### config.mk
export PLATFORM = sky130hd
export DESIGN_NAME = conv2d_weight_ctrl
export DESIGN_NICKNAME = d
export VERILOG_FILES = /design/src/rtl/conv2d_pkg.sv /design/src/rtl/pixel_pos_counter.sv /design/src/rtl/conv2d_weight_ctrl.sv
export SDC_FILE = /design/constraint.sdc
export NUM_CORES = 1
export LEC_CHECK = 0
export BUFFER_PORTS_ARGS = -buffer_cell sky130_fd_sc_hd__buf_2
export CORE_MARGIN = 2
export CORE_UTILIZATION = 40
export CTS_BUF_LIST = sky130_fd_sc_hd__clkbuf_4 sky130_fd_sc_hd__clkbuf_8
export CTS_CLUSTER_DIAMETER = 100
export DETAILED_ROUTE_END_ITERATION = 8
export GPL_TIMING_DRIVEN = 0
export MAX_ROUTING_LAYER = met4
export RECOVER_POWER = 25
export SYNTH_ARGS = -nofsm -noshare
export SYNTH_HDL_FRONTEND = slang
export SYNTH_SLANG_ARGS = --single-unit
### constraint.sdc
create_clock -name clk_i -period 4 [get_ports clk_i]
set_clock_uncertainty 0.1 [all_clocks]
set_input_delay 0 -clock clk_i [delete_from_list [all_inputs] [get_ports clk_i]]
set_output_delay 0 -clock clk_i [all_outputs]
set_load 0.02 [all_outputs]
### src/rtl/conv2d_pkg.sv
`default_nettype none
// ============================================================================
// Module   : conv2d_pkg
// Brief    : Shared FSM state type and kernel sizing helper for the conv2d
//            weight controller.
// Revision : 1.0
// ============================================================================
package conv2d_pkg;

    typedef enum logic [1:0] {
        IDLE    = 2'd0,
        LOAD    = 2'd1,
        PENDING = 2'd2
    } state_e;

    function automatic int kernel_area(input int kernel_width);
        return kernel_width * kernel_width;
    endfunction

endpackage
`default_nettype wire

### src/rtl/pixel_pos_counter.sv
`default_nettype none
// ============================================================================
// Module   : pixel_pos_counter
// Brief    : Raster x/y position tracker advancing one pixel per step.
// Revision : 1.0
// ============================================================================
module pixel_pos_counter #(
    parameter  int LineWidthPx = 160,
    parameter  int LineCountPx = 120,
    localparam int X_W         = (LineWidthPx > 1) ? $clog2(LineWidthPx) : 1,
    localparam int Y_W         = (LineCountPx > 1) ? $clog2(LineCountPx) : 1
) (
    input  logic           clk_i,
    input  logic           rst_ni,
    input  logic           step_i,
    output logic [X_W-1:0] x_o,
    output logic [Y_W-1:0] y_o,
    output logic           at_origin_o,
    output logic           last_pixel_o
);

    localparam logic [X_W-1:0] X_LAST = X_W'(LineWidthPx - 1);
    localparam logic [Y_W-1:0] Y_LAST = Y_W'(LineCountPx - 1);

    logic [X_W-1:0] x_q, x_d;
    logic [Y_W-1:0] y_q, y_d;

    always_comb begin
        x_d = x_q;
        y_d = y_q;
        if (step_i) begin
            if (x_q == X_LAST) begin
                x_d = '0;
                y_d = (y_q == Y_LAST) ? '0 : y_q + 1'b1;
            end else begin
                x_d = x_q + 1'b1;
            end
        end
    end

    always_ff @(posedge clk_i or negedge rst_ni) begin
        if (!rst_ni) begin
            x_q <= '0;
            y_q <= '0;
        end else begin
            x_q <= x_d;
            y_q <= y_d;
        end
    end

    assign x_o          = x_q;
    assign y_o          = y_q;
    assign at_origin_o  = (x_q == '0) && (y_q == '0);
    assign last_pixel_o = (x_q == X_LAST) && (y_q == Y_LAST);

endmodule
`default_nettype wire

### src/rtl/conv2d_weight_ctrl.sv
`default_nettype none
// ============================================================================
// Module   : conv2d_weight_ctrl
// Brief    : Double-buffered kernel weight loader for conv2d; swaps the new
//            kernel in only at a frame boundary with no result held.
// Revision : 1.0
// ============================================================================
module conv2d_weight_ctrl
    import conv2d_pkg::*;
#(
    parameter  int LineWidthPx = 160,
    parameter  int LineCountPx = 120,
    parameter  int KernelWidth = 3,
    parameter  int WeightWidth = 2,
    localparam int KERNEL_AREA = kernel_area(KernelWidth)
) (
    input  logic                                     clk_i,
    input  logic                                     rst_ni,
    input  logic                                     cfg_valid_i,
    output logic                                     cfg_ready_o,
    input  logic [WeightWidth-1:0]                   cfg_data_i,
    input  logic                                     cfg_last_i,
    input  logic                                     pix_fire_i,
    input  logic                                     conv_valid_i,
    output logic [KERNEL_AREA-1:0][WeightWidth-1:0]  weights_o,
    output logic                                     pending_o,
    output logic                                     swap_o,
    output logic                                     err_o,
    input  logic                                     err_clr_i
);

    localparam int              IDX_W    = (KERNEL_AREA > 1) ? $clog2(KERNEL_AREA) : 1;
    localparam logic [IDX_W-1:0] LAST_IDX = IDX_W'(KERNEL_AREA - 1);
    localparam int              X_W      = (LineWidthPx > 1) ? $clog2(LineWidthPx) : 1;
    localparam int              Y_W      = (LineCountPx > 1) ? $clog2(LineCountPx) : 1;

    // Reset asserts asynchronously but releases two clocks after rst_ni rises.
    logic [1:0] rst_sync_q, rst_sync_d;
    logic       rst_sync_n;

    assign rst_sync_d = {rst_sync_q[0], 1'b1};

    always_ff @(posedge clk_i or negedge rst_ni) begin
        if (!rst_ni) begin
            rst_sync_q <= 2'b00;
        end else begin
            rst_sync_q <= rst_sync_d;
        end
    end

    assign rst_sync_n = rst_sync_q[1];

    logic [X_W-1:0] pos_x;
    logic [Y_W-1:0] pos_y;
    logic           at_origin;
    logic           last_pixel;
    logic           unused_pos;

    pixel_pos_counter #(
        .LineWidthPx (LineWidthPx),
        .LineCountPx (LineCountPx)
    ) u_pos (
        .clk_i        (clk_i),
        .rst_ni       (rst_sync_n),
        .step_i       (pix_fire_i),
        .x_o          (pos_x),
        .y_o          (pos_y),
        .at_origin_o  (at_origin),
        .last_pixel_o (last_pixel)
    );

    assign unused_pos = ^{pos_x, pos_y, last_pixel};

    state_e                                state_q, state_d;
    logic [IDX_W-1:0]                      idx_q, idx_d;
    logic [KERNEL_AREA-1:0][WeightWidth-1:0] shadow_q, shadow_d;
    logic [KERNEL_AREA-1:0][WeightWidth-1:0] active_q, active_d;
    logic                                  swap_q, swap_d;
    logic                                  err_q, err_d;

    logic cfg_fire;
    logic load_done;
    logic load_abort;
    logic swap_go;

    assign cfg_fire   = cfg_valid_i & cfg_ready_o;
    assign load_done  = cfg_fire & (idx_q == LAST_IDX);
    assign load_abort = cfg_fire & cfg_last_i & (idx_q != LAST_IDX);
    // Frame start with no result held is the only point where no output can mix banks.
    assign swap_go    = (state_q == PENDING) & at_origin & ~conv_valid_i;

    always_ff @(posedge clk_i or negedge rst_sync_n) begin
        if (!rst_sync_n) begin
            state_q <= IDLE;
        end else begin
            state_q <= state_d;
        end
    end

    always_comb begin
        state_d = state_q;
        case (state_q)
            IDLE, LOAD: begin
                if (load_done) begin
                    state_d = PENDING;
                end else if (load_abort) begin
                    state_d = IDLE;
                end else if (cfg_fire) begin
                    state_d = LOAD;
                end
            end
            PENDING: begin
                if (swap_go) begin
                    state_d = IDLE;
                end
            end
            default: state_d = IDLE;
        endcase
    end

    always_comb begin
        cfg_ready_o = 1'b1;
        pending_o   = 1'b0;
        case (state_q)
            PENDING: begin
                cfg_ready_o = 1'b0;
                pending_o   = 1'b1;
            end
            default: ;
        endcase
    end

    always_comb begin
        idx_d    = idx_q;
        shadow_d = shadow_q;
        active_d = swap_go ? shadow_q : active_q;
        swap_d   = swap_go;
        if (load_done || load_abort) begin
            idx_d = '0;
        end else if (cfg_fire) begin
            idx_d = idx_q + 1'b1;
        end
        for (int i = 0; i < KERNEL_AREA; i++) begin
            if (cfg_fire && (idx_q == IDX_W'(i))) begin
                shadow_d[i] = cfg_data_i;
            end
        end
        // A new framing error takes priority over a clear in the same cycle.
        if (load_abort || (load_done && !cfg_last_i)) begin
            err_d = 1'b1;
        end else if (err_clr_i) begin
            err_d = 1'b0;
        end else begin
            err_d = err_q;
        end
    end

    always_ff @(posedge clk_i or negedge rst_sync_n) begin
        if (!rst_sync_n) begin
            idx_q    <= '0;
            shadow_q <= '0;
            active_q <= '0;
            swap_q   <= 1'b0;
            err_q    <= 1'b0;
        end else begin
            idx_q    <= idx_d;
            shadow_q <= shadow_d;
            active_q <= active_d;
            swap_q   <= swap_d;
            err_q    <= err_d;
        end
    end

    assign weights_o = active_q;
    assign swap_o    = swap_q;
    assign err_o     = err_q;

endmodule
`default_nettype wire

# Word level (Yosys, flattened, before mapping)
# Index checks and enable logic that the tools add are counted.
# word_totals
latch_bits,0
out_inout_bits,22
reg_bits,61
n_memories,0
in_bits,9
ram_bits,0
romBits,0
# op_classes
n_lt_le_gt_ge,0
n_mul,0
shifts,0
n_reduce_logical,23
n_eq_ne,15
bitwise_logic,7
div,0
muxes,13
add_sub_neg,3
# op_table
cell,n
"equality test 4 x 3 -> 1 bit, second input constant",4
logical AND 1 bit,11
"adder 8 x 1 -> 8 bit, second input constant",1
"equality test 4 x 2 -> 1 bit, second input constant",2
"equality test 8 bit, second input constant",1
zero test 8 bit,1
2-to-1 mux 2 bit,4
2-to-1 mux 4 bit,2
2-to-1 mux 8 bit,1
"inequality test 4 bit, second input constant",2
"adder 7 x 1 -> 7 bit, second input constant",1
"equality test 7 bit, second input constant",1
zero test 7 bit,1
2-to-1 mux 7 bit,1
bitwise AND 1 bit,6
"adder 4 x 1 -> 4 bit, second input constant",1
"equality test 4 x 1 -> 1 bit, second input constant",1
"equality test 4 bit, second input constant",1
zero test 4 bit,1
2-to-1 mux 1 bit,4
case mux 2 bit (2 select lines),1
AND reduction 2 bit,2
nonzero test 2 bit,2
"equality test 2 x 1 -> 1 bit, second input constant",1
7 further kinds,8

# Depth between registers and ports, before layout
# logic_depth
ltp_word,8
depth_mapped,6

# Hierarchy
# Synthesis repeated with hierarchy kept, for this count alone.
# unflattened
cells_unflattened,230
hier_area_um2,2900.3
# modules_own_cells
mod,area_each_um2,instances,cells_each
conv2d_weight_ctrl,1989.4,1,138
pixel_pos_counter,910.9,1,92

# Worst setup path before layout
# OpenSTA, ideal clock, no wires.
# synth_path
kind,register to register
from,register idx_q[0]
to,register idx_q[0]
setup_slack_ns,2.370
period_less_slack_ns,1.630
path_buffers,1
setup_ns,0.065
arrival_time_ns,1.465
path_stages_with_launch,7
cell_sequence,dfrtp_1 -> inv_1 -> ha_1 -> and3b_1 -> buf_2 -> nor4b_1 -> mux2_2
# synth_via
elab_chain_cells,4
elab_cells_between_ends,9
# synth_rtl
item,line,rtl
from (decl),conv2d_weight_ctrl.sv:75,"logic [IDX_W-1:0] idx_q, idx_d;"
from (signal assigned),conv2d_weight_ctrl.sv:166,idx_q <= idx_d;
"parallel branches: the longest is 4 deep, another holds adder 4 x 1 -> 4 bit",--,
# Parallel ways; which one is timed is not known. The select of a mux whose other input is x is not followed.
# A chain may end at the register's enable or synchronous reset.

# Worst setup path after layout
# layout_path
from,register idx_q[0]
to,register err_q (netlist: err_o)
# layout_via
elab_chain_cells,5
elab_cells_between_ends,8
# layout_rtl
item,line,rtl
equality test 4 bit,conv2d_weight_ctrl.sv:87,assign load_done = cfg_fire & (idx_q == LAST_IDX);
bitwise AND 1 bit,conv2d_weight_ctrl.sv:87,
logical AND 1 bit,conv2d_weight_ctrl.sv:149,if (load_abort || (load_done && !cfg_last_i)) begin
logical OR 1 bit (*),conv2d_weight_ctrl.sv:149,
2-to-1 mux 1 bit / nonzero test 2 bit (equally long branches),--,
to (signal assigned),conv2d_weight_ctrl.sv:170,err_q <= err_d;
to (decl),conv2d_weight_ctrl.sv:79,"logic err_q, err_d;"
# Every way passes the cells marked *; elsewhere a longest branch is shown, timed or not.

==> run summary <==
GRT overflow -> 0
Final setup viols -> 0
DR pass1 iterations -> 4
clock root buffer -> clkbuf_8
buffers added on ports -> 29
Max-slew headroom -> 0.209
Lkg Pwr -> 1.68 nW
number of synthesized register bits -> 61
share of the synthesized area in the top cell type -> 0.514
crit path cell chain -> inv_1, ha_1, and3b_1, buf_2, xnor2_1, o22ai_1, dlygate4sd3_1
cells after synthesis -> 231
Layout fillers -> 692
status -> complete, no violations
H-tree depth -> 3
cell accounting for the most synthesized area -> dfrtp_1
Async SR Flop Fraction -> 1.00
Final nets -> 297
core area -> 7210 µm²
Sum Neg Setup Slack -> 0 ns
Worst Hold End -> shadow_q[6]
worst r2r path cells -> 7
Post-DP Area -> 3260 µm²
Bufs and invs on worst path -> 3
R2R Path Start -> idx_q[0]
Mapped Area -> 2970 µm²
clk_lat worst skew -> 0.35 ns
cell family contributing the most delay on the critical path -> buffers and inverters
Worst Setup Path Type -> register to register
syn nets -> 248
Reg2Reg Setup Slack -> 1.83 ns
Distinct cells, synth -> 52
maximum vdd drop -> 0.230 mV
final WL -> 5470 µm
DR DRC count -> 0
Top Ports -> 31
main flop type after synthesis -> dfrtp_1
Post-DP HPWL -> 3810 µm
worst-margin pin slew -> 1.19 ns
Area growth syn-to-layout -> 19.4%
initial antenna violation count -> 0
Post-synth EDFFs -> 0
slowest stage cell on the critical path -> dlygate4sd3_1
via count -> 1922
WHS Path Cells -> 3
count of pins over their slew limit -> 0
syn_area_per_cell -> 12.9 µm²
Crit path largest cell delay -> 0.56 ns
post_cts resized -> 0
CTS tree -> done
Die Y-Extent -> 90.2 µm
DR vias/cell -> 5.01
Max Clock Freq -> 0.461 GHz
reg-to-reg endpoint -> err_o
Die Area -> 8130 µm²
final worst setup slack -> 1.83 ns
n_diodes -> 0
Place WS -> 2.12 ns
largest cells by area after synthesis -> dfrtp_1, mux2_4, mux2_1
hold buffers post-CTS -> 8
Tot GR Track Use -> 0.153
Crit path arrival time -> 2.30 ns
pwr/cell area -> 545 nW/µm²
period utilization -> 0.542
post-route minimum period -> 2.17 ns
Post-Place Cells -> 360
pin count of the biggest net entering global routing -> 34
Min Hold Slack -> 0.00440 ns
Setup Buffers After CTS -> 0
hold crit path type -> input port to register
post-DR wirelength/cell -> 14.3 µm
required time of the critical path -> 4.13 ns
clock sink total -> 61
fin cells -> 384
routability cong. -> 0.783
vias in the first global route -> 1838
CTS Buf Count -> 9
Worst Setup Start Kind -> register
antenna violation net count after detailed routing -> 0
first-pass GRT wire length -> 9520 µm
layout cell share with drive strength beyond 1 -> 0.281
Initial Util -> 0.412
Finished Cell Area -> 3550 µm²
RSZ-0062 raised after global routing -> false
Die X -> 90.2 µm
Longest Clk Path Bufs -> 2
crit path max fanout -> 6
Fin. Hold Viols -> 0
total of max-cap violations -> 0
FP Rows -> 31
CTS clock-pin slew for the worst setup and hold paths -> 0.07 ns
Ys Warns -> 0
CP endpoint kind -> register
Hold Startpoint -> cfg_valid_i
DRT iter0 DRCs -> 91
register area share after synthesis -> 0.514
-- cells by family (layout without fill, tap and decap cells) --
kind of cell	after synthesis	after routing	share of synthesized area
compound gates	26	26	0.0627
xor+xnor	7	7	0.0206
fa+ha+maj	8	8	0.0337
buf+inv	26	80	0.0467
flops	61	61	0.514
mux	39	39	0.170
other cells	1	1	0.00126
simple gates	63	63	0.151
-- per-stage QoR --
stage,util,power [mW]
finish,0.492,1.93
global route,0.492,2.07
CTS,0.493,1.95
detailed placement,0.452,1.35
global placement,0.449,1.34
floorplan,-,1.23
-- area by class of cell --
| cell class | count | area, µm² | area share |
|---|---|---|---|
| Sequential cell | 61 | 1530 | 0.430 |
| Multi-Input combinational cell | 144 | 1310 | 0.368 |
| Timing Repair Buffer | 38 | 238 | 0.0670 |
| Clock buffer | 13 | 173 | 0.0487 |
| Tap cell | 99 | 124 | 0.0349 |
| Buffer | 11 | 82.6 | 0.0233 |
| Inverter | 15 | 56.3 | 0.0159 |
| Clock inverter | 3 | 42.5 | 0.0120 |
-- tightest hold or removal path, stage by stage --
cell,delay [ns]
buf_2,0.14
nand4_1,0.13
mux2_1,0.14
-- report_power, final --
| group | total [mW] | internal [mW] | switching, mW |
|---|---|---|---|
| sequential | 0.869 | 0.764 | 0.105 |
| clock | 0.585 | 0.345 | 0.240 |
| combinational | 0.481 | 0.234 | 0.247 |
| total | 1.93 | 1.34 | 0.592 |
-- Yosys cell counts, drive strengths merged (2+ instances only) --
library cell	instances
a21oi	2
and3b	2
and4	3
buf	9
clkbuf	2
dfrtp	61
ha	8
inv	15
mux2	38
nand2	10
nand2b	2
nand3	8
nand4	8
nor2	4
nor2b	5
nor3	4
nor4	3
nor4b	8
o2111ai	2
o21a	2
o21ai	6
o22ai	2
o32ai	2
xnor2	7
-- sequential cells by signal, indices dropped and copies added, names as in the netlist --
register,count
u_pos.x_o,8
idx_q,4
shadow_q,18
u_pos.y_o,7
state_q,2
weights_o,18
err_o,1
swap_o,1
rst_sync_q,2
-- placed cells by master, fill, tap and decap left out, drive strengths merged, types with 3 or more instances in the layout --
master       synthesis  layout
nor2b                5       5
nor4                 3       3
mux2                38      38
nand4                8       8
nand3                8       8
nor4b                8       8
nand2               10      10
xnor2                7       7
dlygate4sd3          0       8
o21ai                6       6
buf                  9      33
ha                   8       8
dfrtp               61      61
nor2                 4       4
nor3                 4       4
clkbuf               2      21
and4                 3       3
inv                 15      15
-- per-layer routing --
| metal | vias up | GRT usage | part of all wire |
|---|---|---|---|
| met5 | - | - | 0 |
| met1 | 943 | 0.223 | 0.52 |
| met4 | 0 | 0.0731 | 0.018 |
| li1 | 936 | - | - |
| met3 | 10 | 0.0419 | 0.038 |
| met2 | 33 | 0.195 | 0.42 |
-- how the worst max path moves through the flow --
stage                       start  slack (ns)             to  depth (start not counted)
floorplan           rst_sync_q[1]        2.08          err_o                          0
global placement    rst_sync_q[1]        1.35  weights_o[11]                          0
detailed placement       idx_q[0]        2.12       idx_q[0]                          6
CTS                      idx_q[0]        1.84          err_o                          7
global route             idx_q[0]        1.74          err_o                          7
finish                   idx_q[0]        1.83          err_o                          7
No activity file was read; power rests on OpenSTA's default activity.
